$ cat src/rtl/cube_arbiter.sv
// cube_arbiter
// Shares one pipelined cube core among N_REQ requesters. Each requester hands
// over a XW-bit operand with valid/ready, the arbiter picks one per cycle in
// round-robin order, registers the operand into the core, and follows the
// operation through the core with an index tag pipeline so the result lands
// in that requester's result register, held until acknowledged.
//
// Ports:
//   clk, rst_n          - clock (rising edge), synchronous active-low reset
//   req_valid[N_REQ]    - requester i presents an operand
//   req_x[N_REQ*XW]     - operands, requester i at [i*XW +: XW]
//   req_ready[N_REQ]    - one-hot grant (combinational)
//   core_x[XW]          - registered operand to the cube core
//   core_y[YW]          - cube core result, LAT clocks after core_x
//   rsp_valid[N_REQ]    - result for requester i is held
//   rsp_y[N_REQ*YW]     - results, requester i at [i*YW +: YW]
//   rsp_ack[N_REQ]      - requester i consumes its result
//   busy                - some operation is still travelling through the core
//
// Handshake semantics: a transfer on requester i happens on the rising edge
// where req_valid[i] & req_ready[i] are both high. req_ready never depends on
// req_x, a requester may drop req_valid before it is granted, and req_x must
// stay stable while req_valid is high and no transfer has happened yet. On the
// result side, rsp_valid[i] & rsp_ack[i] at a rising edge consumes the result;
// rsp_ack[i] with rsp_valid[i] low has no effect.

module cube_arbiter #(
  parameter int N_REQ = 4,
  parameter int XW    = 7,
  parameter int YW    = 21,
  parameter int LAT   = 3
) (
  input  logic               clk,
  input  logic               rst_n,
  input  logic [N_REQ-1:0]   req_valid,
  input  logic [N_REQ*XW-1:0] req_x,
  output logic [N_REQ-1:0]   req_ready,
  output logic [XW-1:0]      core_x,
  input  logic [YW-1:0]      core_y,
  output logic [N_REQ-1:0]   rsp_valid,
  output logic [N_REQ*YW-1:0] rsp_y,
  input  logic [N_REQ-1:0]   rsp_ack,
  output logic               busy
);

  localparam int IW = (N_REQ > 1) ? $clog2(N_REQ) : 1;
  localparam int NT = LAT + 1;

  logic [IW-1:0]          last_q, last_d;
  logic [XW-1:0]          core_x_q, core_x_d;
  logic [N_REQ-1:0]       pend_q, pend_d;
  logic [N_REQ-1:0]       rsp_valid_q, rsp_valid_d;
  logic [N_REQ*YW-1:0]    rsp_y_q, rsp_y_d;
  logic [NT-1:0]          tag_vld_q, tag_vld_d;
  logic [NT-1:0][IW-1:0]  tag_idx_q, tag_idx_d;

  logic [N_REQ-1:0]       elig;
  logic [N_REQ-1:0]       gnt;
  logic [IW-1:0]          gnt_idx;
  logic                   hs;
  logic                   cap;
  logic [IW-1:0]          cap_idx;

  // Round-robin search starting just after the last granted index. Using the
  // registered rsp_valid in eligibility means an ack and a re-grant of the
  // same requester can never share a cycle.
  always_comb begin
    int            cand;
    logic [IW-1:0] cidx;
    logic          found;
    gnt     = '0;
    gnt_idx = '0;
    found   = 1'b0;
    cand    = 0;
    cidx    = '0;
    elig    = req_valid & ~pend_q & ~rsp_valid_q;
    for (int off = 1; off <= N_REQ; off++) begin
      cand = int'(last_q) + off;
      if (cand >= N_REQ) cand = cand - N_REQ;
      cidx = IW'(cand);
      if (!found && elig[cidx]) begin
        found     = 1'b1;
        gnt[cidx] = 1'b1;
        gnt_idx   = cidx;
      end
    end
  end

  assign hs      = |(req_valid & gnt);
  assign cap     = tag_vld_q[NT-1];
  assign cap_idx = tag_idx_q[NT-1];

  always_comb begin
    core_x_d    = core_x_q;
    last_d      = last_q;
    pend_d      = pend_q;
    rsp_valid_d = rsp_valid_q & ~rsp_ack;
    rsp_y_d     = rsp_y_q;
    tag_vld_d   = '0;
    tag_idx_d   = '0;

    // Tag pipeline mirrors the core latency: entry 0 lines up with core_x,
    // the last entry lines up with the matching core_y.
    tag_vld_d[0] = hs;
    tag_idx_d[0] = gnt_idx;
    for (int i = 1; i < NT; i++) begin
      tag_vld_d[i] = tag_vld_q[i-1];
      tag_idx_d[i] = tag_idx_q[i-1];
    end

    // Eligibility guarantees the captured requester has no unacked result,
    // and a granted requester is never the one being captured.
    if (cap) begin
      pend_d[cap_idx]              = 1'b0;
      rsp_valid_d[cap_idx]         = 1'b1;
      rsp_y_d[cap_idx*YW +: YW]    = core_y;
    end

    if (hs) begin
      pend_d[gnt_idx] = 1'b1;
      core_x_d        = req_x[gnt_idx*XW +: XW];
      last_d          = gnt_idx;
    end
  end

  always_ff @(posedge clk) begin
    if (!rst_n) begin
      core_x_q    <= '0;
      last_q      <= IW'(N_REQ - 1);
      pend_q      <= '0;
      rsp_valid_q <= '0;
      rsp_y_q     <= '0;
      tag_vld_q   <= '0;
      tag_idx_q   <= '0;
    end else begin
      core_x_q    <= core_x_d;
      last_q      <= last_d;
      pend_q      <= pend_d;
      rsp_valid_q <= rsp_valid_d;
      rsp_y_q     <= rsp_y_d;
      tag_vld_q   <= tag_vld_d;
      tag_idx_q   <= tag_idx_d;
    end
  end

  assign req_ready = gnt;
  assign core_x    = core_x_q;
  assign rsp_valid = rsp_valid_q;
  assign rsp_y     = rsp_y_q;
  assign busy      = |tag_vld_q;

endmodule

$ cat config.mk
export PLATFORM = sky130hd
export DESIGN_NAME = cube_arbiter
export DESIGN_NICKNAME = d
export VERILOG_FILES = /design/src/rtl/cube_arbiter.sv
export SDC_FILE = /design/constraint.sdc
export NUM_CORES = 1
export LEC_CHECK = 0
export CORE_ASPECT_RATIO = 0.6
export CORE_MARGIN = 2
export CORE_UTILIZATION = 35
export CTS_CLUSTER_SIZE = 30
export DETAILED_ROUTE_END_ITERATION = 12
export GPL_TIMING_DRIVEN = 0
export PLACE_DENSITY = 0.65
export SYNTH_ARGS = -nofsm -noshare
export SYNTH_HDL_FRONTEND = slang
export SYNTH_SLANG_ARGS = --single-unit
$ cat constraint.sdc
create_clock -name clk -period 8.6 [get_ports clk]
set_input_delay 0.86 -clock clk [delete_from_list [all_inputs] [get_ports clk]]
set_output_delay 0.86 -clock clk [all_outputs]
set_load 0.005 [all_outputs]
* Word-level counts from Yosys, hierarchy flattened
Index checks and enable logic that the tools add are counted.
** Word-level totals
- Flip-flop bits (word level) :: 113
- Input port bits :: 59
- Logic and storage cells :: 107
** Cells by class
- Muxes and demuxes :: 39
- $mul :: 2
- Magnitude comparators :: 16
- Shifts and indexed selects :: 3
- Reduce and logical (&&, ||, !) cells :: 14
- Add/sub/neg operators :: 9
- Bitwise operators :: 14
** Operator list (number)
- $bwmux 84 :: 1
- $shift 21x34->84 const A :: 1
- $shiftx 21x34->84 :: 1
- $neg 7->34 :: 1
- $mux 4 :: 7
- $shiftx 28x6->7 :: 1
- $and 4x4->4 :: 5
- $or 4x4->4 :: 5
- $lt 2x3->1 const B :: 6
- $mux 2 :: 8
- $not 4->4 :: 4
- $mux 1 :: 13
- $demux 1 s2 :: 6
- $ge 2x1->1 const B :: 6
- $ge 3x3->1 const B :: 3
- $logic_and 1x1->1 :: 9
- $bmux 1 s2 :: 4
- $reduce_or 4->1 :: 2
- $sub 2x1->2 const B :: 4
- $mul 2x5->7 const B :: 1
- $add 2x2->3 const B :: 2
- $mul 2x3->5 const B :: 1
- $add 2x3->4 const B :: 1
- $ge 4x3->1 const B :: 1
- other kinds (2) :: 4

* Longest topological paths before layout
Gate-level depths: netlist of the first run.
- Depth in word-level cells :: 21
- Gate-level depth with buffers :: 11
- Mapped depth without buffers :: 9

* Worst setup path after synthesis of the first run
Ideal clock, no wire load.
- Path type :: reg2reg
- Start point :: register last_q[0]
- End point :: register core_x_q[0], in the netlist core_x[0]
- Setup slack :: 5436 ps
- Required time :: 8483 ps
- Cell stages (with the launch flop) :: 12
- Library setup time :: 117 ps
- Data arrival time :: 3047 ps
- Cell sequence :: dfxtp_1 > clkbuf_2 > inv_2 > ha_1 > or4b_2 > a21oi_1 > a21oi_1 > o21ai_0 > a221o_1 > buf_4 > mux4_2 > o2bb2ai_1
** On the way
- Word-level cells in the longest chain between the ends :: 17
** RTL lines
- start: declaration :: RTL line 49 : logic [IW-1:0] last_q, last_d;
- start signal: assignment :: RTL line 129 : last_q <= IW'(N_REQ - 1);
- start signal: assignment :: RTL line 137 : last_q <= last_d;
- $add 2x1->3 :: RTL line 78 : cand = int'(last_q) + off;
- $ge 3x3->1 or $sub 2x1->2 (tied branches) :: RTL line 79 : if (cand >= N_REQ) cand = cand - N_REQ;
- $mux 2 :: RTL line 79
- $bmux 1 s2 :: RTL line 81 : if (!found && elig[cidx]) begin
- $mux 1 (implied by the code) :: RTL line 81
- $mux 1 :: RTL line 81
- $logic_not 1->1 :: RTL line 81
- $logic_and 1x1->1 :: RTL line 81
- $mux 1 :: RTL line 81
- $logic_not 1->1 :: RTL line 81
- $logic_and 1x1->1 :: RTL line 81
- $mux 1 :: RTL line 81
- $logic_not 1->1 :: RTL line 81
- $logic_and 1x1->1 :: RTL line 81
- $mux 2 or $mux 4 (tied branches) :: RTL line 81
- $mul 2x3->5 or $and 4x4->4 (tied branches) :: RTL line 121, 89
- $shiftx 28x6->7 or $reduce_or 4->1 (tied branches) :: RTL line 121, 89
- end signal: assignment :: RTL line 136 : core_x_q <= core_x_d;
- end: declaration :: RTL line 50 : logic [XW-1:0] core_x_q, core_x_d;
Several ways; a longest one is shown, not always the timed one. The select of a mux whose other input is x is not followed.
A chain may end at the register's enable or synchronous reset.

* Final worst setup path of the first run
- Start point :: register last_q[1]
- End point :: output port req_ready[2]
** On the way
- Word-level cells in the longest chain between the ends :: 15
** RTL lines
- parallel branches: the longest is 14 deep, another holds $add 2x1->3
- $mux 4 (*) :: RTL line 81
- end: declaration :: RTL line 37 : output logic [N_REQ-1:0] req_ready,
Mark *: on every way between the ends. The select of a mux whose other input is x is not followed.

==> run_results.csv, run 1 <==
group,metric,value,unit
run_status,outcome,"complete, no violations",
die,ios,159,
critical_path,crit_chain,"inv_1 -> ha_1 -> mux4_2 -> nor3b_2 -> a221o_1 -> clkdlybuf4s50_1",
detailed_routing,vias,4550,
sta,fin_tns_setup,0,ps
yosys,synth-edff-count,0,
global_routing,grt_pass1_vias,4431,
detailed_routing,drc,0,
final_layout,n_antenna_cell,0,
detailed_routing,firstDrtPassIters,5,
pwr,peakVddDrop,114,uV
critical_path,worstPathMaxFanout,10,
global_routing,grt_usage,22.1,%
sta,fmax,0.225,GHz
sta,finalWorstSetupSlack,4160,ps
sta,whs,432,ps
yosys,synth_nets,561,
yosys,async_flop_share,0,%
global_routing,antenna_found_initial,0,
sta,fin_worst_skew,9.25,ps
critical_path,slowest_delay,630,ps
die,start_util,36.4,%
sta,timing.final.crit_share,51.6,%
critical_path,worstSetupPathType,"flop to output pin",
job,maxCapViolations,0,
clock_tree,cts_buffers,17,
clock_tree,cts_max_level,4,
critical_path,required,7740,ps
final_layout,stdcell_area,0.00715,sq mm
critical_path,crit_cells,6,
critical_path,rr_endpoint,"core_x[2]$_SDFFE_PN0P_",
critical_path,r2r_slack,4890,ps
sta,finalCriticalPeriod,4440,ps
critical_path,critPathLaunch,"last_q[1]$_SDFFE_PN1P_",
die,die-area,0.0145,sq mm
sta,slew_headroom,27.1,%
die,coreArea,0.0130,sq mm
yosys,synth_flop_cell,"dfxtp_1",
clock_tree,cts_num_sinks,113,
sta,grt_setup_unrepaired,"false",
critical_path,r2r_start,"last_q[1]$_SDFFE_PN1P_",
detailed_routing,dr.first_iter.drc_count,347,
critical_path,startpoint_type,"flop",
final_layout,syn2layout_area_growth,51.1,%
clock_tree,cts_resized,0,
final_layout,layout_common_cells,"158 x clkdlybuf4s50_1, 113 x dfxtp_1, 97 x nor2_1",
critical_path,endpoint,"req_ready[2]",
global_routing,grt_remaining_overflow,0,
critical_path,path_buf_inv,2,
yosys,syn_avg_cell_area,9.74,sq um
clock_tree,hold_buffers,0,
yosys,netlist_area,0.00473,sq mm
worst_hold_path,hold_class,"flop to flop",
clock_tree,clockBufferDepth,2,
detailed_routing,wl,15600,um
die,die_h,94.1,um
place,pre_cts_ws,4200,ps
place,dpl_cell_area,0.00653,sq mm
place,placed_cells,814,
final_layout,finalNetCount,738,
pwr,powerDensity,272,mW/mm^2
critical_path,reg2regPathDepth,10,
place,dp_hpwl,11500,um
clock_tree,cts-root-buf,"clkbuf_16",
clock_tree,clkTransAtPathRegs,50,ps
yosys,synth_cell_types,50,
final_layout,final_common_cell,"clkdlybuf4s50_1",
pwr,power_leakage,0.00256,uW
yosys,yosysWarnings,0,
critical_path,critPathArrivalTime,3580,ps
detailed_routing,routed_via_density,5.38,
clock_tree,postCtsSetupRepairBufs,0,
global_routing,grt_max_degree,17,
die,die_x,154,um
yosys,synth_area_leaders,"dfxtp_1 48%, a22oi_1 14%, nor2_1 7.7%",
critical_path,cp_top_family,"buffers and inverters",
sta,finalHoldViolations,0,
clock_tree,clock_latency,410,ps
yosys,yosys.area.top_type_share,47.8,%
detailed_routing,drtAntennaViolNets,0,
place,portBuffers,158,
place,place.gp.congestion,0.900,
global_routing,grt_pass1_wl,24400,um
die,placementRows,32,
critical_path,cp_slowest_cell,"mux4_2",
clock_tree,cts_tree,"done",
final_layout,drive_gt1_share,9.17,%
yosys,syn_inst,486,
sta,setup_violations,0,
detailed_routing,wl_per_cell,18.4,um
critical_path,endpoint_kind,"output pin",
sta,worst_pin_slew,1080,ps
yosys,ys_seq_area_share,47.8,%
yosys,synth-seq-cells,113,
sta,drv_slew,0,
final_layout,stdcell_count,846,
yosys,synth_largest_area_cell,"dfxtp_1",
[how the worst min path moves through the flow]
| stage | startpoint | to | slack (ps) | cells past startpoint |
|---|---|---|---|---|
| final | tag_idx_d[4]$_SDFF_PN0_ | tag_idx_d[6]$_SDFF_PN0_ | 430 | 1 |
| after global routing | tag_idx_d[7]$_SDFF_PN0_ | cap_idx[1]$_SDFF_PN0_ | 440 | 1 |
| after CTS | tag_idx_d[6]$_SDFF_PN0_ | cap_idx[0]$_SDFF_PN0_ | 430 | 1 |
| after detailed placement | tag_idx_d[6]$_SDFF_PN0_ | cap_idx[0]$_SDFF_PN0_ | 420 | 1 |
| after global placement | tag_idx_d[2]$_SDFF_PN0_ | tag_idx_d[4]$_SDFF_PN0_ | 410 | 1 |
| after floorplan | tag_idx_d[6]$_SDFF_PN0_ | cap_idx[0]$_SDFF_PN0_ | 410 | 1 |
[where the power goes]
group          switching, uW  internal [uW]
logic                    318            299
clock network            244            499
registers               24.7            559
total                    587           1360
[metrics by stage]
stage,util (%),power (uW)
floorplan,-,1010
global placement,50.2,1200
detailed placement,50.2,1210
CTS,54.9,1950
global route,54.9,2030
finish,54.9,1940
[final cells by class]
type	instances	area (sq um)
Timing Repair Buffer	158	1580
Clock buffer	22	464
Fill cell	1118	5860
Clock inverter	10	158
Tap cell	170	213
Buffer	33	133
Multi-Input combinational cell	335	2320
Inverter	5	18.8
Sequential cell	113	2260
[metal layers]
metal | wire (um) | share of wire, % | GRT usage [%]
met1 | 7560 | 48 | 30.8
met2 | 6390 | 41 | 31.4
met3 | 1500 | 9.6 | 8.58
met4 | 146 | 0.94 | 6.31
met5 | 0 | 0 | 0
[cell families after synthesis]
logic type	synth area share, %
muxes	5.71
and+or+nand+nor	16.7
buffers and inverters	3.20
DFF	47.8
adders and majority gates	4.23
AOI/OAI and AO/OA	22.3
[synth_stat cells (3+ instances only)]
| library cell | instances |
|---|---|
| dfxtp_1 | 113 |
| nand2_1 | 23 |
| a22oi_1 | 86 |
| mux4_2 | 12 |
| inv_1 | 4 |
| nor3b_2 | 5 |
| ha_1 | 16 |
| nor2_1 | 97 |
| a21oi_1 | 18 |
| clkbuf_1 | 27 |
| nand3_1 | 4 |
| nor3_1 | 3 |
| nor4b_1 | 3 |
| nand3b_1 | 4 |
| and2_1 | 11 |
| nand2b_1 | 4 |
| o2bb2ai_1 | 7 |
| buf_2 | 3 |
| o21ai_0 | 8 |
| a221o_1 | 4 |
[flip-flops by register name, summed over array words and instances (netlist names)]
| name | flops |
|---|---|
| last_q | 2 |
| rsp_valid | 4 |
| tag_vld_q | 4 |
| pend_q | 4 |
| cap_idx | 2 |
| tag_idx_d | 6 |
| core_x | 7 |
| rsp_y | 84 |
(Power assumes the default switching activity.)
==> run 2, diff against run 1 <==
- clock period: 8.6 -> 4.1 ns (I/O delays scaled with it)
==> run_results.csv, run 2 (synthesis gave the netlist of run 1 again) <==
group,metric,value,unit
run_status,outcome,"complete, no violations",
place,dp_hpwl,11500,um
final_layout,drive_gt1_share,9.17,%
job,maxCapViolations,0,
pwr,powerDensity,571,mW/mm^2
place,portBuffers,158,
critical_path,r2r_slack,420,ps
detailed_routing,drtAntennaViolNets,0,
critical_path,rr_endpoint,"core_x[2]$_SDFFE_PN0P_",
worst_hold_path,hold_class,"flop to flop",
clock_tree,clockBufferDepth,2,
clock_tree,cts_buffers,17,
pwr,p_comb_share,31.9,%
final_layout,fin_util,55.0,%
clock_tree,clock_latency,410,ps
critical_path,worstPathMaxFanout,10,
final_layout,seq_area,0.00226,sq mm
die,start_util,36.4,%
critical_path,cp_top_family,"buffers and inverters",
pwr,switching_power,1230,uW
detailed_routing,dr.first_iter.drc_count,371,
critical_path,endpoint_kind,"output pin",
final_layout,n_antenna_cell,0,
detailed_routing,firstDrtPassIters,5,
clock_tree,cts_max_level,4,
place,placed_cells,814,
detailed_routing,drc,0,
final_layout,fillers,1119,
sta,finalCriticalPeriod,3850,ps
global_routing,grt_max_degree,17,
pwr,peakVddDrop,238,uV
die,coreArea,0.0130,sq mm
sta,worst_pin_slew,1100,ps
critical_path,critPathLaunch,"last_q[1]$_SDFFE_PN1P_",
critical_path,crit_chain,"inv_1 -> ha_1 -> mux4_2 -> nor3b_4 -> a221o_1 -> clkdlybuf4s50_1",
die,die_h,94.1,um
worst_hold_path,hold_start,"tag_idx_d[4]$_SDFF_PN0_",
sta,timing.final.crit_share,93.9,%
worst_hold_path,hold_end,"tag_idx_d[6]$_SDFF_PN0_",
final_layout,multi_input_area,0.00232,sq mm
critical_path,startpoint_type,"flop",
global_routing,grt_pass1_wl,24400,um
detailed_routing,vias,4539,
final_layout,final_common_cell,"clkdlybuf4s50_1",
die,die-area,0.0145,sq mm
die,placementRows,32,
critical_path,required,3690,ps
clock_tree,clkTransAtPathRegs,50,ps
final_layout,finalNetCount,738,
sta,fin_tns_setup,0,ps
die,die_x,154,um
sta,fmax,0.260,GHz
die,ios,159,
global_routing,antenna_found_initial,0,
critical_path,reg2regPathDepth,10,
critical_path,critPathArrivalTime,3440,ps
place,place.gp.congestion,0.900,
critical_path,slowest_delay,640,ps
global_routing,grt_usage,22.1,%
pwr,p_sw_share,30.2,%
final_layout,layout_common_cells,"158 x clkdlybuf4s50_1, 113 x dfxtp_1, 97 x nor2_1",
pwr,power_leakage,0.00256,uW
final_layout,stdcell_count,846,
sta,drv_slew,0,
pwr,clkPwrFrac,38.1,%
sta,grt_setup_unrepaired,"false",
critical_path,path_buf_inv,2,
critical_path,cp_slowest_cell,"mux4_2",
clock_tree,cts_tree,"done",
global_routing,grt_pass1_vias,4431,
pwr,internal_power,2850,uW
clock_tree,cts_num_sinks,113,
pwr,power_frac_seq,30.0,%
clock_tree,cts-root-buf,"clkbuf_16",
detailed_routing,wl_per_cell,18.4,um
worst_hold_path,hold_depth,1,
final_layout,largest_reg_flops,84,
sta,finalHoldViolations,0,
critical_path,r2r_start,"last_q[1]$_SDFFE_PN1P_",
sta,setup_violations,0,
final_layout,syn2layout_area_growth,51.2,%
sta,fin_worst_skew,7.01,ps
detailed_routing,routed_via_density,5.37,
detailed_routing,wl,15600,um
global_routing,grt_remaining_overflow,0,
critical_path,worstSetupPathType,"flop to output pin",
sta,slew_headroom,25.7,%
## run 2: cell count changes in the layout (fill, tap and decap cells not counted)
cell / delta
nor3b_2: -1
nor3b_4: +1
## run 2: final cells by class
type	count	area share [%]
Clock inverter	10	2.20
Inverter	5	0.262
Tap cell	170	2.97
Clock buffer	22	6.49
Timing Repair Buffer	158	22.1
Buffer	33	1.85
Multi-Input combinational cell	335	32.5
Sequential cell	113	31.6
## run 2: stage by stage
stage,worst slack [ps],power (uW),hold slack (ps),area (sq um)
after CTS,148,4090,433,7150
after global placement,488,2520,415,6530
after detailed placement,444,2540,420,6530
after floorplan,936,2110,412,4730
after global routing,73.3,4280,439,7150
final,249,4080,432,7150
## run 2: worst reg2reg max path, delay by kind of cell, from the launching register on
kind | cells | cell delay, ps
compound gates | 5 | 890
simple gates | 1 | 640
flops | 1 | 550
buf+inv | 2 | 530
mux | 1 | 530
fa+ha+maj | 1 | 430
## run 2: worst max-delay path by stage
stage | end | depth (start not counted)
floorplan | core_x[0]$_SDFFE_PN0P_ | 11
global placement | core_x[2]$_SDFFE_PN0P_ | 10
detailed placement | core_x[2]$_SDFFE_PN0P_ | 10
CTS | req_ready[3] | 6
global route | req_ready[2] | 6
finish | req_ready[2] | 6
## run 2: routing by layer
layer	share of wire, %	vias to the layer above	GRT usage (%)
met1	48	2203	30.8
met2	41	188	31.4
met4	0.89	0	6.31
met5	0	-	0
met3	9.8	12	8.58
li1	-	2136	-
## run 2: power by group through the flow
stage	sequential, uW	combinational [uW]	clock (uW)
after floorplan	1240	875	0
after detailed placement	1250	1290	0
final	1220	1300	1560
after global placement	1240	1270	0
after global routing	1230	1420	1620
after CTS	1230	1300	1570
## run 2: what timing repair did
item                       CTS  global route
setup endpoints to repair    0             2
resized for setup            0             1
hold buffers                 0             0
setup buffers                0             0
==> run 3, diff against run 2 <==
- ABC_AREA: unset -> 0
- CAP_MARGIN: unset -> 0
==> results of run 3 <==
The final DEF is identical to that of run 2; final timing and power are the same.
